<file path="config.mk">
export PLATFORM = sky130hd
export DESIGN_NAME = lsu_ctrl
export DESIGN_NICKNAME = d
export VERILOG_FILES = /design/src/rtl/lsu_ctrl.sv
export SDC_FILE = /design/constraint.sdc
export NUM_CORES = 1
export LEC_CHECK = 0
export ABC_AREA = 1
export BUFFER_PORTS_ARGS = -buffer_cell sky130_fd_sc_hd__clkbuf_2
export CORE_MARGIN = 2
export CORE_UTILIZATION = 53
export CTS_CLUSTER_DIAMETER = 50
export DETAILED_ROUTE_END_ITERATION = 6
export GPL_TIMING_DRIVEN = 1
export PLACE_DENSITY = 0.82
export SYNTH_ARGS = -nofsm -noshare
export SYNTH_HDL_FRONTEND = slang
export SYNTH_SLANG_ARGS = --single-unit
</file>
<file path="constraint.sdc">
create_clock -name clk -period 3.1 [get_ports clk]
set_input_delay 0.155 -clock clk [delete_from_list [all_inputs] [get_ports clk]]
set_output_delay 0.155 -clock clk [all_outputs]
set_load 0.02 [all_outputs]
</file>
<file path="src/rtl/lsu_ctrl.sv">
// Load/store control stage in front of the word-wide data memory.
// It takes one request at a time and decodes funct3. Sub-word stores are
// done as read-modify-write. Load data is extracted and extended, and bad
// accesses are flagged. Each request gets one response on a valid/ready port.
module lsu_ctrl #(
    parameter int REG_WIDTH       = 32,
    parameter int DMEM_ADDR_WIDTH = 10,
    parameter int DMEM_DEPTH      = 1024
) (
    input  logic                       clk,
    input  logic                       reset,
    input  logic                       req_valid,
    output logic                       req_ready,
    input  logic                       req_we,
    input  logic [2:0]                 req_funct3,
    input  logic [REG_WIDTH-1:0]       req_addr,
    input  logic [REG_WIDTH-1:0]       req_wdata,
    output logic                       rsp_valid,
    input  logic                       rsp_ready,
    output logic [REG_WIDTH-1:0]       rsp_data,
    output logic                       rsp_err,
    output logic                       dmem_wr_en,
    output logic [DMEM_ADDR_WIDTH-1:0] dmem_addr,
    output logic [REG_WIDTH-1:0]       dmem_wr_data,
    input  logic [REG_WIDTH-1:0]       dmem_rd_data
);

    typedef enum logic [1:0] {IDLE, READ, WRITE, RESP} state_t;

    // Only the request fields needed after acceptance are kept. The full
    // address is consumed at acceptance (range check, memory address).
    typedef struct packed {
        logic        we;
        logic [2:0]  funct3;
        logic [1:0]  off;
        logic [15:0] wdata;
    } lsu_req_t;

    state_t   state;
    lsu_req_t req_q;

    logic               f3_bad;
    logic               misalign;
    logic               out_of_range;
    logic               req_err;
    logic [REG_WIDTH:0] word_end;

    // Select byte/halfword lane from the memory word and extend it.
    function automatic logic [REG_WIDTH-1:0] load_ext(input logic [REG_WIDTH-1:0] w,
                                                      input logic [2:0] f3,
                                                      input logic [1:0] off);
        logic [7:0]  b;
        logic [15:0] h;
        b = 8'(w >> {off, 3'b000});
        h = 16'(w >> {off[1], 4'b0000});
        case (f3)
            3'b000:  return {{(REG_WIDTH-8){b[7]}}, b};
            3'b001:  return {{(REG_WIDTH-16){h[15]}}, h};
            3'b100:  return {{(REG_WIDTH-8){1'b0}}, b};
            3'b101:  return {{(REG_WIDTH-16){1'b0}}, h};
            default: return w;
        endcase
    endfunction

    // Replace one byte (SB) or halfword (SH) lane of the read word.
    function automatic logic [REG_WIDTH-1:0] merge(input logic [REG_WIDTH-1:0] w,
                                                   input logic [1:0] f3lo,
                                                   input logic [1:0] off,
                                                   input logic [15:0] wd);
        logic [REG_WIDTH-1:0] mask;
        logic [REG_WIDTH-1:0] data;
        if (f3lo == 2'b00) begin
            mask = REG_WIDTH'(8'hFF) << {off, 3'b000};
            data = REG_WIDTH'(wd[7:0]) << {off, 3'b000};
        end else begin
            mask = REG_WIDTH'(16'hFFFF) << {off[1], 4'b0000};
            data = REG_WIDTH'(wd) << {off[1], 4'b0000};
        end
        return (w & ~mask) | (data & mask);
    endfunction

    // Decode the incoming request's error conditions; any one of them
    // sends the request straight to RESP without touching memory.
    always_comb begin
        if (req_we)
            f3_bad = req_funct3[2] || (req_funct3[1:0] == 2'b11);
        else
            f3_bad = (req_funct3[1:0] == 2'b11) || (req_funct3[2:1] == 2'b11);
        misalign = ((req_funct3[1:0] == 2'b01) && req_addr[0]) ||
                   ((req_funct3[1:0] == 2'b10) && (req_addr[1:0] != 2'b00));
        // Computed one bit wider so high addresses cannot wrap into range.
        word_end     = {1'b0, req_addr[REG_WIDTH-1:2], 2'b00} + (REG_WIDTH+1)'(3);
        out_of_range = (word_end >= (REG_WIDTH+1)'(DMEM_DEPTH));
        req_err      = f3_bad || misalign || out_of_range;
    end

    // Control FSM with all outputs registered.
    always_ff @(posedge clk or posedge reset) begin
        if (reset) begin
            state        <= IDLE;
            req_q        <= '0;
            req_ready    <= 1'b1;
            rsp_valid    <= 1'b0;
            rsp_data     <= '0;
            rsp_err      <= 1'b0;
            dmem_wr_en   <= 1'b0;
            dmem_addr    <= '0;
            dmem_wr_data <= '0;
        end else begin
            case (state)
                IDLE: begin
                    if (req_valid) begin
                        req_q     <= '{we: req_we, funct3: req_funct3,
                                       off: req_addr[1:0], wdata: req_wdata[15:0]};
                        req_ready <= 1'b0;
                        if (req_err) begin
                            state     <= RESP;
                            rsp_valid <= 1'b1;
                            rsp_err   <= 1'b1;
                            rsp_data  <= '0;
                        end else begin
                            dmem_addr <= {req_addr[DMEM_ADDR_WIDTH-1:2], 2'b00};
                            if (req_we && (req_funct3[1:0] == 2'b10)) begin
                                // Full-word store needs no read.
                                state        <= WRITE;
                                dmem_wr_en   <= 1'b1;
                                dmem_wr_data <= req_wdata;
                            end else begin
                                state <= READ;
                            end
                        end
                    end
                end
                READ: begin
                    if (req_q.we) begin
                        state        <= WRITE;
                        dmem_wr_en   <= 1'b1;
                        dmem_wr_data <= merge(dmem_rd_data, req_q.funct3[1:0],
                                              req_q.off, req_q.wdata);
                    end else begin
                        state     <= RESP;
                        rsp_valid <= 1'b1;
                        rsp_err   <= 1'b0;
                        rsp_data  <= load_ext(dmem_rd_data, req_q.funct3, req_q.off);
                    end
                end
                WRITE: begin
                    state      <= RESP;
                    dmem_wr_en <= 1'b0;
                    rsp_valid  <= 1'b1;
                    rsp_err    <= 1'b0;
                    rsp_data   <= '0;
                end
                RESP: begin
                    if (rsp_ready) begin
                        state     <= IDLE;
                        req_ready <= 1'b1;
                        rsp_valid <= 1'b0;
                        rsp_err   <= 1'b0;
                        rsp_data  <= '0;
                    end
                end
                default: state <= IDLE;
            endcase
        end
    end

endmodule
</file>
==> metrics <==
# H-tree levels=3; synthesized cell area=a little over 6000 µm²; FP Rows=39; top cell type by total area after synthesis=dfrtp_1; Clock Sinks=100; CTS Root Cell=clkbuf_16; crit start category=register; Critical Path Sink Type=register; Slew headroom=0.4975; post-DR wirelength/cell=approximately 15 µm; worst path arrival time=2510 ps; post-route cell area=approximately 7200 µm²; Routed WL=17.76 mm; TritonRoute pass-1 iters=5; clock tree from TritonCTS=built; Seq cells post-synth=100; largest net degree at the start of global routing=62; Layout fillers=1,068; DIE HEIGHT=roughly 110 µm; Seq/Total Area, Yosys=0.4104; final setup vio count=0; Peak VDD IR=0.4955 mV; fmax=~430 MHz; gp weighted congestion=0.9761; Routed Antenna Nets=0; layout net count=1,134; RR Startpoint=state[0]; R2R depth=9; YS warnings=0; top-area cell type share of the netlist area=0.4061; CTS Buffer Depth=2; Tcrit/Tclk final=0.7427; Post-Route Setup TNS=0 ps; worst-margin pin slew=between 700 and 800 ps; unrepaired setup endpoints after global routing=no; die footprint=12,390 µm²; vias per cell=5.424; final core occ=0.6404; max-slew violation count=0; average cell area after synthesis=6.933 µm²; minimum clock period=about 2300 ps; Pleak=0.003989 µW; Max FO, Critical Path=58; worst reg2reg setup slack=800 ps; status=complete, no violations; CORE AREA=11,320 µm²; ANT cells=0; CP required=3310 ps; commonest non-fill, non-tap cells in the layout=nand2_1 (336), clkbuf_2 (179), dfrtp_1 (99); synthesis-to-finish area growth=18.83%; later-pin clock latency in the skew report=roughly 350 ps; Yosys cell types=34; PwrDens=999.9 nW/µm²; gr usage total=0.2874; initial core utilization=0.5389; area of placed instances=6943 µm²; area occupied by multi-input gates=3088 µm²; Worst Hold Class=input pin to register; Sequential Area=2504 µm²; kind of critical path=register to register; dominant cells by area after synthesis=dfrtp_1 (41%), nand2_1 (21%), nand3_1 (6.1%); Hold Violations, Final=0; # DRC=0; CTS Buf Count=9; Cells after Synth=880; initial antenna violation count=0; Max-cap violations=0; via count=6,368; CTS clock-pin slew for the worst setup and hold paths=around 70 ps; Initial DRC Count=575; dpl hpwl=12.83 mm; clock skew=6.184 ps; # IOs=182; Worst R2R End=rsp_data[3]; Overflow after GRT=0; Worst setup endpoint=rsp_data[3]; PortBufs=roughly 180; global-route wire length before repair=approximately 29 mm; worst setup path start=state[0]; Chip Width=around 110 µm; commonest non-fill, non-tap cell in the layout=nand2_1; vias in the first global route=5,852; layout cell share with drive strength beyond 1=0.2357
## cell usage after synthesis (all sizes together)
master,n
nand2,343
dfstp,1
nor3,4
a21oi,32
nand4,34
inv,47
o221ai,1
nand3,76
ha,4
nor2,87
o21ai,67
buf,46
a31oi,2
o211ai,5
clkbuf,13
or2,6
conb,1
mux2,10
nor4,1
dfrtp,99
o22ai,1
## state kept, by name (all words and copies together) (netlist names)
name,count
req_q,22
dmem_addr,8
rsp_err,1
req_ready,1
dmem_wr_en,1
dmem_wr_data,32
state,2
rsp_valid,1
rsp_data,32
## layer usage
layer	vias up	global-route usage	wire length, µm
li1	3137	-	-
met1	2896	0.3783	7330
met2	293	0.4805	8715
met3	42	0.05030	1245
met4	0	0.09959	467
met5	-	0	0
## metrics by stage
stage / hold WS (ps) / cells / setup slack [ps] / power (µW)
6_report: 7.438 / 1174 / 797.7 / 7249
5_1_grt: 20.07 / 1174 / 602.7 / 7817
4_1_cts: 1.718 / 1174 / 818.9 / 7229
3_5_place_dp: 288.2 / 1157 / 823.0 / 6068
3_3_place_gp: 282.5 / 1157 / 942.8 / 6007
2_1_floorplan: 271.8 / 881 / 327.9 / 5118
## area by class of cell
class	count	area share
Multi-Input combinational cell	675	0.4260
Sequential cell	100	0.3454
Timing Repair Buffer	193	0.1384
Clock buffer	13	0.03452
Inverter	47	0.02468
Tap cell	143	0.02468
Clock inverter	3	0.006386
## critical path, stage by stage, from the launching register on
cell and delay (ps):
dfrtp_1 410, inv_1 110, ha_1 440, nand2_1 100
o21ai_1 170, a21oi_1 70, buf_4 180, nand2_2 70
buf_4 430, o21ai_0 160
## cells by family after synthesis
group                      share of synthesized area
and+or+nand+nor                               0.3849
DFF                                           0.4104
AOI/OAI and AO/OA                            0.09290
adders and majority gates                   0.008204
buffers and inverters                        0.08449
muxes                                        0.01846
other                                      0.0006147
## worst min path at each step
stage | cells after the start | slack (ps) | start | endpoint
5_1_grt | 3 | 20 | req_addr[9] | dmem_addr[9]
3_3_place_gp | 2 | 280 | reset | dmem_wr_data[0]
2_1_floorplan | 2 | 270 | req_addr[2] | dmem_addr[2]
4_1_cts | 3 | 2 | req_addr[6] | dmem_addr[6]
3_5_place_dp | 2 | 290 | reset | rsp_data[27]
6_report | 3 | 7 | req_addr[6] | dmem_addr[6]
## where the power goes
part / internal, µW / switching [µW]
clock: 651 / 493
combinational: 1210 / 2670
sequential: 1850 / 373
total: 3710 / 3540
## timing repair
item                                   in CTS  in global routing
gates resized for setup                     0                  0
setup buffers                               0                  0
hold buffers                                1                  0
endpoints found under the hold margin      50                  0
No activity file was read; power rests on OpenSTA's default activity.
